$ cat config.mk
export PLATFORM = sky130hd
export DESIGN_NAME = key_conditioner
export DESIGN_NICKNAME = d
export VERILOG_FILES = /design/src/rtl/key_conditioner.sv
export SDC_FILE = /design/constraint.sdc
export NUM_CORES = 1
export LEC_CHECK = 0
export CELL_PAD_IN_SITES_DETAIL_PLACEMENT = 0
export CELL_PAD_IN_SITES_GLOBAL_PLACEMENT = 2
export CORE_UTILIZATION = 35
export CTS_BUF_LIST = sky130_fd_sc_hd__clkbuf_4
export CTS_CLUSTER_DIAMETER = 30
export CTS_CLUSTER_SIZE = 40
export DETAILED_ROUTE_END_ITERATION = 7
export PLACE_DENSITY = 0.75
export SLEW_MARGIN = 10
export SYNTH_ARGS = -nofsm -noshare
export SYNTH_HDL_FRONTEND = slang
export SYNTH_SLANG_ARGS = --single-unit
$ cat constraint.sdc
create_clock -name clk -period 60.1 [get_ports clk]
set_input_delay 9.015 -clock clk [delete_from_list [all_inputs] [get_ports clk]]
set_output_delay 9.015 -clock clk [all_outputs]
set_load 0.03 [all_outputs]
$ cat src/rtl/key_conditioner.sv
// Input conditioning for the board buttons and key banks: two-flop synchronisers,
// per-bit debounce, press pulses, one-hot key filtering and octave auto-repeat.
module key_conditioner #(
    parameter int DB_CYCLES    = 2000000,
    parameter int REPEAT_DELAY = 50000000,
    parameter int REPEAT_RATE  = 20000000,
    parameter int NKEY         = 7
) (
    input  logic            clk,
    input  logic            rst,
    input  logic [3:0]      btn_raw,
    input  logic [NKEY-1:0] note_raw,
    input  logic [NKEY-1:0] length_raw,
    output logic            submit,
    output logic            cancle,
    output logic            submit_pulse,
    output logic            cancle_pulse,
    output logic            oct_up_pulse,
    output logic            oct_down_pulse,
    output logic [NKEY-1:0] note_key,
    output logic [NKEY-1:0] length_key,
    output logic            key_conflict
);

    localparam int NB   = 4 + 2 * NKEY;
    localparam int NOTE = 4;
    localparam int LEN  = 4 + NKEY;
    localparam int TMAX = (REPEAT_DELAY > DB_CYCLES) ? REPEAT_DELAY : DB_CYCLES;
    localparam int TW   = $clog2(TMAX);

    localparam logic [TW-1:0] DB_LAST = TW'(DB_CYCLES - 1);
    localparam logic [TW-1:0] RD_LAST = TW'(REPEAT_DELAY - 1);
    localparam logic [TW-1:0] RR_LAST = TW'(REPEAT_RATE - 1);

    typedef enum logic [1:0] {
        RPT_IDLE,
        RPT_DELAY,
        RPT_REPEAT
    } rpt_state_e;

    logic [NB-1:0]          sync1_q, sync1_d;
    logic [NB-1:0]          sync2_q, sync2_d;
    logic [NB-1:0]          stable_q, stable_d;
    logic [NB-1:0][TW-1:0]  db_cnt_q, db_cnt_d;
    logic [1:0]             btn_pulse_q, btn_pulse_d;
    logic [NKEY-1:0]        note_key_q, note_key_d;
    logic [NKEY-1:0]        length_key_q, length_key_d;
    logic                   key_conflict_q, key_conflict_d;

    rpt_state_e             rpt_state_q [2];
    rpt_state_e             rpt_state_d [2];
    logic [TW-1:0]          rpt_tmr_q [2];
    logic [TW-1:0]          rpt_tmr_d [2];
    logic [1:0]             oct_pulse_q, oct_pulse_d;
    logic [1:0]             oct_lvl;
    logic                   oct_both;
    logic                   note_multi, length_multi;

    function automatic logic multi_hot(input logic [NKEY-1:0] v);
        return (v & (v - NKEY'(1))) != '0;
    endfunction

    always_comb begin : sync_comb
        sync1_d = {length_raw, note_raw, btn_raw};
        sync2_d = sync1_q;
    end

    always_comb begin : debounce_comb
        // NOTE: every always_comb output gets a default first so no path leaves it unassigned (no latch).
        stable_d = stable_q;
        db_cnt_d = db_cnt_q;
        for (int i = 0; i < NB; i++) begin
            if (sync2_q[i] == stable_q[i]) begin
                db_cnt_d[i] = '0;
            end else if (db_cnt_q[i] == DB_LAST) begin
                stable_d[i] = sync2_q[i];
                db_cnt_d[i] = '0;
            end else begin
                db_cnt_d[i] = db_cnt_q[i] + TW'(1);
            end
        end
    end

    // Pulses and octave FSMs look at the level being loaded this edge, so they line up with it.
    always_comb begin : filter_comb
        btn_pulse_d    = stable_d[1:0] & ~stable_q[1:0];
        note_multi     = multi_hot(stable_q[NOTE +: NKEY]);
        length_multi   = multi_hot(stable_q[LEN +: NKEY]);
        note_key_d     = note_multi   ? '0 : stable_q[NOTE +: NKEY];
        length_key_d   = length_multi ? '0 : stable_q[LEN +: NKEY];
        key_conflict_d = note_multi | length_multi;
    end

    always_ff @(posedge clk or posedge rst) begin : datapath_reg
        if (rst) begin
            sync1_q        <= '0;
            sync2_q        <= '0;
            stable_q       <= '0;
            db_cnt_q       <= '0;
            btn_pulse_q    <= '0;
            note_key_q     <= '0;
            length_key_q   <= '0;
            key_conflict_q <= 1'b0;
        end else begin
            // NOTE: non-blocking assignments so every flop samples pre-edge values.
            sync1_q        <= sync1_d;
            sync2_q        <= sync2_d;
            stable_q       <= stable_d;
            db_cnt_q       <= db_cnt_d;
            btn_pulse_q    <= btn_pulse_d;
            note_key_q     <= note_key_d;
            length_key_q   <= length_key_d;
            key_conflict_q <= key_conflict_d;
        end
    end

    assign oct_lvl  = stable_d[3:2];
    assign oct_both = &oct_lvl;

    always_ff @(posedge clk or posedge rst) begin : rpt_state_reg
        if (rst) begin
            for (int k = 0; k < 2; k++) begin
                rpt_state_q[k] <= RPT_IDLE;
                rpt_tmr_q[k]   <= '0;
            end
            oct_pulse_q <= '0;
        end else begin
            for (int k = 0; k < 2; k++) begin
                rpt_state_q[k] <= rpt_state_d[k];
                rpt_tmr_q[k]   <= rpt_tmr_d[k];
            end
            oct_pulse_q <= oct_pulse_d;
        end
    end

    always_comb begin : rpt_next_comb
        for (int k = 0; k < 2; k++) begin
            rpt_state_d[k] = rpt_state_q[k];
            rpt_tmr_d[k]   = '0;
            if (!oct_lvl[k] || oct_both) begin
                rpt_state_d[k] = RPT_IDLE;
            end else begin
                case (rpt_state_q[k])
                    RPT_IDLE: rpt_state_d[k] = RPT_DELAY;
                    RPT_DELAY: begin
                        if (rpt_tmr_q[k] == RD_LAST) rpt_state_d[k] = RPT_REPEAT;
                        else                         rpt_tmr_d[k]   = rpt_tmr_q[k] + TW'(1);
                    end
                    RPT_REPEAT: begin
                        if (rpt_tmr_q[k] != RR_LAST) rpt_tmr_d[k] = rpt_tmr_q[k] + TW'(1);
                    end
                    default: rpt_state_d[k] = RPT_IDLE;
                endcase
            end
        end
    end

    always_comb begin : rpt_out_comb
        oct_pulse_d = '0;
        for (int k = 0; k < 2; k++) begin
            if (oct_lvl[k] && !oct_both) begin
                case (rpt_state_q[k])
                    RPT_IDLE:   oct_pulse_d[k] = 1'b1;
                    RPT_DELAY:  oct_pulse_d[k] = (rpt_tmr_q[k] == RD_LAST);
                    RPT_REPEAT: oct_pulse_d[k] = (rpt_tmr_q[k] == RR_LAST);
                    default:    oct_pulse_d[k] = 1'b0;
                endcase
            end
        end
    end

    assign submit         = stable_q[0];
    assign cancle         = stable_q[1];
    assign submit_pulse   = btn_pulse_q[0];
    assign cancle_pulse   = btn_pulse_q[1];
    assign oct_up_pulse   = oct_pulse_q[0];
    assign oct_down_pulse = oct_pulse_q[1];
    assign note_key       = note_key_q;
    assign length_key     = length_key_q;
    assign key_conflict   = key_conflict_q;

endmodule

# --- Word-level counts from Yosys, hierarchy flattened ---
# Index checks and enable logic that the tools add are counted.
word_totals:
  regBits: 597
  inputBits: 20
  wordCells: 227
op_classes:
  addsub: 22
  n_eq_ne: 50
  muxes: 64
  bitwise_logic: 19
  reduce_logical: 28
op_table:
  columns: ["cell", "n"]
  rows:
  - ["26-bit 2-to-1 mux", 42]
  - ["26-bit by 1-bit adder with 26-bit output (second input constant)", 20]
  - ["26-bit by 21-bit == test with 1-bit output (second input constant)", 18]
  - ["26-bit case mux with 2 select lines", 2]
  - ["26-bit by 25-bit == test with 1-bit output (second input constant)", 2]
  - ["26-bit == test (second input constant)", 2]
  - ["26-bit by 25-bit inequality test with 1-bit output (second input constant)", 2]
  - ["2-bit AND reduction", 17]
  - ["1-bit == test", 18]
  - ["7-bit AND", 2]
  - ["7-bit 2-to-1 mux", 2]
  - ["1-bit inverter", 14]
  - ["7-bit nonzero test", 2]
  - ["7-bit by 1-bit subtractor with 7-bit output (second input constant)", 2]
  - ["2-bit case mux with 3 select lines", 2]
  - ["1-bit 2-to-1 mux", 10]
  - ["2-bit 2-to-1 mux", 4]
  - ["3-bit inequality test (second input constant)", 2]
  - ["1-bit case mux with 3 select lines", 2]
  - ["2-bit by 1-bit == test with 1-bit output (second input constant)", 2]
  - ["2-bit == test (second input constant)", 2]
  - ["2-bit logical NOT", 2]
  - ["2-bit inequality test (second input constant)", 2]
  - ["1-bit logical NOT", 3]
  - ["5 further kinds", 7]

# --- Longest topological paths before layout ---
# Gate-level depths: netlist of the first run.
depth:
  word_depth: 7
  depth_mapped: 8
  ltp_nobuf: 6

# --- Worst setup path after synthesis of the first run ---
# No wires, ideal clock.
synth_path:
  kind: "register -> output"
  from: "register stable_q[1]"
  to: "output port cancle"
  t_arrival_ns: 0.516
  t_required_ns: 51.085
  slack_ns: 50.569
  stages_incl_launch_ff: 1
  path_buffers: 0
  cell_sequence: "dfrtp_1"
synth_lines:
  columns: ["element", "line", "text"]
  rows:
  - ["start: declaration", "43", "logic [NB-1:0] stable_q, stable_d;"]
  - ["start signal: assignment", "108", "stable_q <= stable_d;"]
  - ["end: declaration", "15", "output logic cancle,"]
# No word-level cell between the ends.

==> results.md, run 1 <==
- Slew HR: 21.1%
- GRT Total Usage: between 10% and 20%
- Hold Path Origin: sync1_q[0]$_DFF_PP0_
- Final Hold Viols: 0
- Most frequent cells after synthesis: 597 x dfrtp_1, 543 x nor2_1, 270 x xor2_1
- Static Leak: 13.5 nW
- Nets@finish: a little over 3,000
- Status: finished clean
- Synth area leader: dfrtp_1
- Fin. max-slew vios: 0
- Post-synth EDFFs: 0
- Layout area overhead: 14.1%
- Final setup vio count: 0
- Iteration-0 DRC Markers: 1,075
- Total grt overflow: 0
- YS warnings: 0
- Crit path cell chain: clkdlybuf4s50_1 > inv_8 > buf_4 > buf_4
- Hold-critical path depth: 0
- R2r startpoint: rpt_tmr_q[11]$_DFF_PP0_
- CP Capture Type: asynchronous set/reset pin
- Inserted Clock Buffers: around 160
- Startpoint Class: input port
- Layout cells sized above 1: a little over a tenth
- Final Cycle Share: a little under a fifth
- Slowest CP cell: buf_4
- Die Width: about 290 um
- Initial antenna violation count: 6
- Yosys top cell area share: 52.2%
- Most frequent cell after synthesis: dfrtp_1
- Placer Congestion: about 0.77
- Crit path kind: in2async
- Required time worst endpoint: 61.07 ns
- Crit path max fanout: around 140
- Most frequent CP cell: buf_4
- First-pass DRT Iterations: 7
- Row count: approximately 100
- Die Y: between 200 and 300 um
- Worst-skew pair later-pin latency: 1.00 ns
- Post-synthesis sequential area ratio: between 50% and 60%
- Synth Net Count: between 2,000 and 3,000
- Layout fillers: 7,944
- Largest stage delay, worst path: approximately 0.88 ns
- Vias: between 20,000 and 25,000
- Slew @ Worst Pin: ~1.2 ns
- IO Count: 41
- CTS root buf: clkbuf_4
- Mapped Area: about 29,000 um^2
- Initial Util: 35.5%
- Post-detail-place hpwl: around 38 mm
- Avg Cell Area, Syn: 9.90 um^2
- Post-detailed-route wirelength per cell: roughly 14 um
- Die area: between 80,000 and 90,000 um^2
- Post-CTS Resized: 0
- TritonCTS clock tree: built
- Number of H-tree levels: 4
- Drt total wl: 60.2 mm
- ANT nets after route: 0
- Total power: about 0.88 mW
- Top_reg_cell synth: dfrtp_1
- FF-to-FF setup slack: roughly 57 ns
- First-pass GRT wire length: approximately 100 mm
- Remaining DRCs: 0
- Hold Path Class: reg2reg
- Clock tree buffer depth: 3
- End of the worst register-to-register path: rpt_tmr_q[22]$_DFF_PP0_
- WP data arrival: between 10 and 15 ns
- WHS Endpoint: sync2_q[0]$_DFF_PP0_
- Clk slew on worst S/H paths: around 0.07 ns
- Max cap viols: 0
- Setup TNS: 0 ns
- RSZ-0062 raised after global routing: false
- Vias in the first global route: about 21,000
- Post-DR vias/cell: about 5
- Hold-fix buffers at CTS: 0
- #FFs+latches synth: approximately 600
- Pwr/cell area: about 27 nW/um^2
- Crit path time final: approximately 11 ns
- Clk_skew: around 0.061 ns
- Cell variety after synth: between 50 and 60
- Reg2Reg Depth: 5
- Synth async-reset ratio: 100%
- Top post-synthesis cells by area: dfrtp_1 52%, xor2_1 8.3%, nor2_1 7.1%
- Achievable Freq: 90.3 MHz
- PortBufs: 40
- CORE AREA: 80,700 um^2
- Post-Syn Instances: approximately 2,900
- VDD IR-drop max: between 0.000015 and 0.00002 V
- Clk sinks: 597
- Post-CTS Setup Inserts: 0
- Pin count of the biggest net entering global routing: between 150 and 200
- Final core utilization: 40.5%
[sequential cells by signal (all words and copies together), names as in the netlist]
name / count
btn_pulse_q: 2
db_cnt_q: 468
key_conflict: 1
length_key: 7
note_key: 7
oct_pulse_q: 2
rpt_state_q: 4
rpt_tmr_q: 52
stable_q: 18
sync1_q: 18
sync2_q: 18
[critical path: cells and delay by family]
family	cells	cell delay (ns)
buffers and inverters	4	2.91
[per-layer routing]
layer | vias to the layer above | global-route usage, % | part of all wire, %
met2 | 288 | 23.3 | 45
met3 | 117 | 3.85 | 4.3
met1 | 10200 | 20.6 | 49
li1 | 10300 | - | -
met5 | - | 0 | 0
met4 | 0 | 5.34 | 2.1
[worst max-delay path by stage]
stage / startpoint / slack (ns) / to
after detailed placement: rst / 47.80 / rpt_state_q[0]$_DFFE_PP0P_
after global placement: rst / 47.88 / rpt_state_q[0]$_DFFE_PP0P_
final: rst / 49.02 / db_cnt_q[67]$_DFF_PP0_
after CTS: stable_q[0]$_DFF_PP0_ / 48.88 / submit
after global routing: rst / 48.59 / db_cnt_q[67]$_DFF_PP0_
after floorplan: rst / 34.38 / btn_pulse_q[0]$_DFF_PP0_
[final cells by class]
| cell class | count | area, um^2 | share of cell area (%) |
|---|---|---|---|
| sequential | 597 | 14900 | 45.7 |
| multi-input combinational | 2161 | 13200 | 40.3 |
| tap | 1060 | 1330 | 4.06 |
| clock inverter | 122 | 1300 | 3.97 |
| clock buffer | 165 | 1240 | 3.79 |
| timing repair buffer | 49 | 480 | 1.47 |
| inverter | 50 | 195 | 0.598 |
| antenna | 9 | 22.5 | 0.0689 |
[cell families (layout without fill, tap and decap cells)]
| family | Yosys count | after routing | synth area share (%) |
|---|---|---|---|
| xor+xnor | 484 | 484 | 14.8 |
| compound gates | 57 | 57 | 1.30 |
| flops | 597 | 597 | 52.2 |
| simple gates | 1570 | 1570 | 27.7 |
| fa+ha+maj | 34 | 34 | 1.47 |
| buf+inv | 134 | 386 | 1.88 |
| other cells | 0 | 9 | 0 |
| mux | 16 | 16 | 0.630 |
[layout by cell type (no fill, tap or decap), types with 9 or more instances in the layout]
master / instances
mux2_2: 16
o21ai_0: 18
clkbuf_4: 165
dfrtp_1: 597
clkinv_2: 25
or2_2: 32
bufinv_16: 24
clkinvlp_4: 22
ha_1: 32
and2_1: 18
clkinv_1: 30
nand2_1: 173
xor2_1: 270
and3_1: 71
nor4_1: 79
clkdlybuf4s50_1: 40
xnor2_1: 214
clkinv_4: 13
nand3_1: 220
diode_2: 9
inv_1: 49
or3_1: 21
nor4b_1: 26
nor3_1: 124
a21oi_1: 19
nor2b_1: 13
and4_1: 52
nand4_1: 150
nor2_1: 543
[report_power, final]
group,total (mW),switching (mW),internal [mW],leakage [nW]
combinational,0.0209,0.0157,0.00514,3.91
clock,0.445,0.197,0.248,1.34
sequential,0.410,0.00452,0.406,8.21
total,0.876,0.217,0.658,13.5
[metrics by stage]
stage	setup WS, ns	instances	hold slack [ns]	instance area, um^2
finish	49.02	4213	0.351	32700
global route	48.59	4210	0.363	32700
CTS	48.88	4204	0.355	32600
detailed placement	47.80	3917	0.336	30100
global placement	47.88	3917	0.334	30100
floorplan	34.38	2892	0.331	28600
No activity file was read; power rests on OpenSTA's default activity.
==> run 2: changes to the inputs <==
--- a/config.mk
+++ b/config.mk
@@ -12,7 +12,7 @@
 export CTS_CLUSTER_DIAMETER = 30
 export CTS_CLUSTER_SIZE = 40
 export DETAILED_ROUTE_END_ITERATION = 7
-export PLACE_DENSITY = 0.75
+export PLACE_DENSITY = 0.78
 export SLEW_MARGIN = 10
 export SYNTH_ARGS = -nofsm -noshare
 export SYNTH_HDL_FRONTEND = slang
==> constraint.sdc (replaced) <==
create_clock -name clk -period 9.2 [get_ports clk]
set_input_delay 1.38 -clock clk [delete_from_list [all_inputs] [get_ports clk]]
set_output_delay 1.38 -clock clk [all_outputs]
set_load 0.03 [all_outputs]
==> run 2 against run 1 <==
Against the previous run: setup slack worse by 43 ns; utilization shrank 0.085 points; total power rose to 6.5 times the previous value; critical path type is now reg2out; largest cell class unchanged; largest power group unchanged; highest routed layer unchanged.
==> results.md, run 2 (synthesis gave the netlist of run 1 again) <==
- Status: finished clean (unchanged)
- Startpoint Class: register (was input port)
- Post-detailed-route wirelength per cell: 14.1 um (was 14.3 um)
- RSZ-0062 raised after global routing: false (unchanged)
- First-pass DRT Iterations: 6 (was 7)
- Initial Util: 35.5% (unchanged)
- Required time worst endpoint: 7.82 ns (was 61.07 ns)
- Crit path max fanout: 4 (was 136)
- Slowest CP cell: clkdlybuf4s50_1 (was buf_4)
- Achievable Freq: a little under 300 MHz
- Cell family with most CP delay: buffers and inverters (unchanged)
- Clk sinks: 597 (unchanged)
- PortBufs: 40 (unchanged)
- Crit path cell chain: clkdlybuf4s50_1 (was clkdlybuf4s50_1 > inv_8 > buf_4 > buf_4)
- Final setup vio count: 0 (unchanged)
- Largest stage delay, worst path: 0.73 ns (was 0.88 ns)
- Die Width: 288 um (unchanged)
- Final Hold Viols: 0 (unchanged)
- Post-CTS Resized: 0 (unchanged)
- Placer Congestion: 0.785 (was 0.766)
- CORE AREA: 80,700 um^2 (unchanged)
- GRT Total Usage: 14.8% (was 15.1%)
- Final core utilization: 40.4% (was 40.5%)
- Die area: 82,900 um^2 (unchanged)
- Pwr/cell area: 174 nW/um^2 (was 26.8 nW/um^2)
- Total grt overflow: 0 (unchanged)
- Iteration-0 DRC Markers: 1,127 (was 1,075)
- CP Capture Type: output pin (was asynchronous set/reset pin)
- Vias in the first global route: 21,300 (about the same)
- Number of H-tree levels: 4 (unchanged)
- Nets@finish: 3,060 (was 3,066)
- TritonCTS clock tree: built (unchanged)
- Row count: 104 (unchanged)
- Static Leak: 13.4 nW (was 13.5 nW)
- Post-CTS Setup Inserts: 0 (unchanged)
- Crit path kind: reg2out (was in2async)
- Hold Path Class: reg2reg (unchanged)
- Initial antenna violation count: 2 (was 6)
- Post-DR vias/cell: 4.98 (was 4.95)
- VDD IR-drop max: 0.0000842 V (was 0.0000192 V)
- First-pass GRT wire length: 103 mm (was 104 mm)
- Vias: 20,900 (about the same)
- IO Count: 41 (unchanged)
- Final Cycle Share: 37.6%
- Layout cells sized above 1: 10.4% (was 10.7%)
- Remaining DRCs: 0 (unchanged)
- Pin count of the biggest net entering global routing: 167 (was 180)
- Max reg flops: 468 (unchanged)
- Clk slew on worst S/H paths: 0.07 ns (about the same)
- Clock tree buffer depth: 3 (unchanged)
- Clk_skew: 0.0721 ns (was 0.0614 ns)
- CP Buf/Inv Count: 1 (was 4)
- CTS root buf: clkbuf_4 (unchanged)
- Biggest regs: db_cnt_q: 468 flops, rpt_tmr_q: 52 flops (unchanged)
- Total power: 5.66 mW (was 0.876 mW)
- Slew @ Worst Pin: 1.19 ns (was 1.18 ns)
- WP data arrival: 2.07 ns (was 12.04 ns)
- Hold-fix buffers at CTS: 0 (unchanged)
- Commonest non-fill, non-tap cell in the layout: dfrtp_1 (unchanged)
- Fin. max-slew vios: 0 (unchanged)
- Most frequent cells in the layout: 597 x dfrtp_1, 543 x nor2_1, 270 x xor2_1 (unchanged)
- Die Y: 288 um (unchanged)
- Slew HR: 20.2% (was 21.1%)
- Drt total wl: 59.3 mm (was 60.2 mm)
- Post-detail-place hpwl: 38.1 mm (was 38.0 mm)
- Worst-skew pair later-pin latency: 0.95 ns (was 1.00 ns)
- Crit path time final: ~3.5 ns
- Most flop-heavy register: db_cnt_q (unchanged)
- Layout fillers: 7,939 (was 7,944)
- ANT nets after route: 0 (unchanged)
- Layout area overhead: 13.9% (was 14.1%)
- Max cap viols: 0 (unchanged)
- Inserted Clock Buffers: 148 (was 155)
-- run 2: cell types whose count changed in the layout (fill, tap and decap cells not counted), moves of 2 or more --
cell,before,now
clkinv_4,13,7
clkinv_1,30,28
clkinv_2,25,19
diode_2,9,1
inv_6,6,2
bufinv_16,24,26
inv_2,2,4
clkinvlp_4,22,18
clkbuf_4,165,168
-- run 2: area by class of cell --
type / instances / area, um^2 / area share (%)
antenna: 1 / 2.50 / 0.00768
tap: 1060 / 1330 / 4.07
multi-input combinational: 2161 / 13200 / 40.4
clock buffer: 168 / 1260 / 3.87
sequential: 597 / 14900 / 45.8
clock inverter: 103 / 1200 / 3.69
inverter: 50 / 191 / 0.587
timing repair buffer: 50 / 500 / 1.54
-- run 2: where the power goes --
part / total, mW / internal (mW) / leakage, nW / switching, mW
logic: 0.138 / 0.0343 / 3.92 / 0.104
registers: 2.68 / 2.65 / 8.21 / 0.0276
clock network: 2.85 / 1.65 / 1.32 / 1.19
-- run 2: through the flow --
step / setup WS [ns] / setup TNS (ns) / hold slack, ns / std cells / area, um^2
finish: 5.75 / 0 / 0.355 / 4190 / 32600
global route: 5.59 / 0 / 0.366 / 4190 / 32600
CTS: 5.56 / 0 / 0.355 / 4189 / 32600
detailed placement: 5.10 / 0 / 0.337 / 3918 / 30100
global placement: 5.18 / 0 / 0.333 / 3918 / 30100
floorplan: -0.321 / -191.80 / 0.331 / 2892 / 28600
-- run 2: path summary, 6_finish.rpt --
kind,from,end,slack [ns],cells after the start
worst min-delay path,sync1_q[11]$_DFF_PP0_,sync2_q[11]$_DFF_PP0_,0.35,0
worst max register to register,rpt_tmr_q[11]$_DFF_PP0_,rpt_tmr_q[13]$_DFF_PP0_,6.32,5
worst min register to register,sync1_q[11]$_DFF_PP0_,sync2_q[11]$_DFF_PP0_,0.35,0
max in group asynchronous,rst,db_cnt_q[63]$_DFF_PP0_,6.20,4
min in group asynchronous,rst,note_key[1]$_DFF_PP0_,0.86,2
worst max-delay path,stable_q[0]$_DFF_PP0_,submit,5.75,1
-- run 2: metal layers --
| metal | up-vias | global-route usage, % | wire [um] |
|---|---|---|---|
| li1 | 10300 | - | - |
| met2 | 283 | 22.9 | 26800 |
| met5 | - | 0 | 0 |
| met4 | 0 | 5.83 | 1180 |
| met3 | 89 | 3.42 | 2350 |
| met1 | 10200 | 20.1 | 28900 |
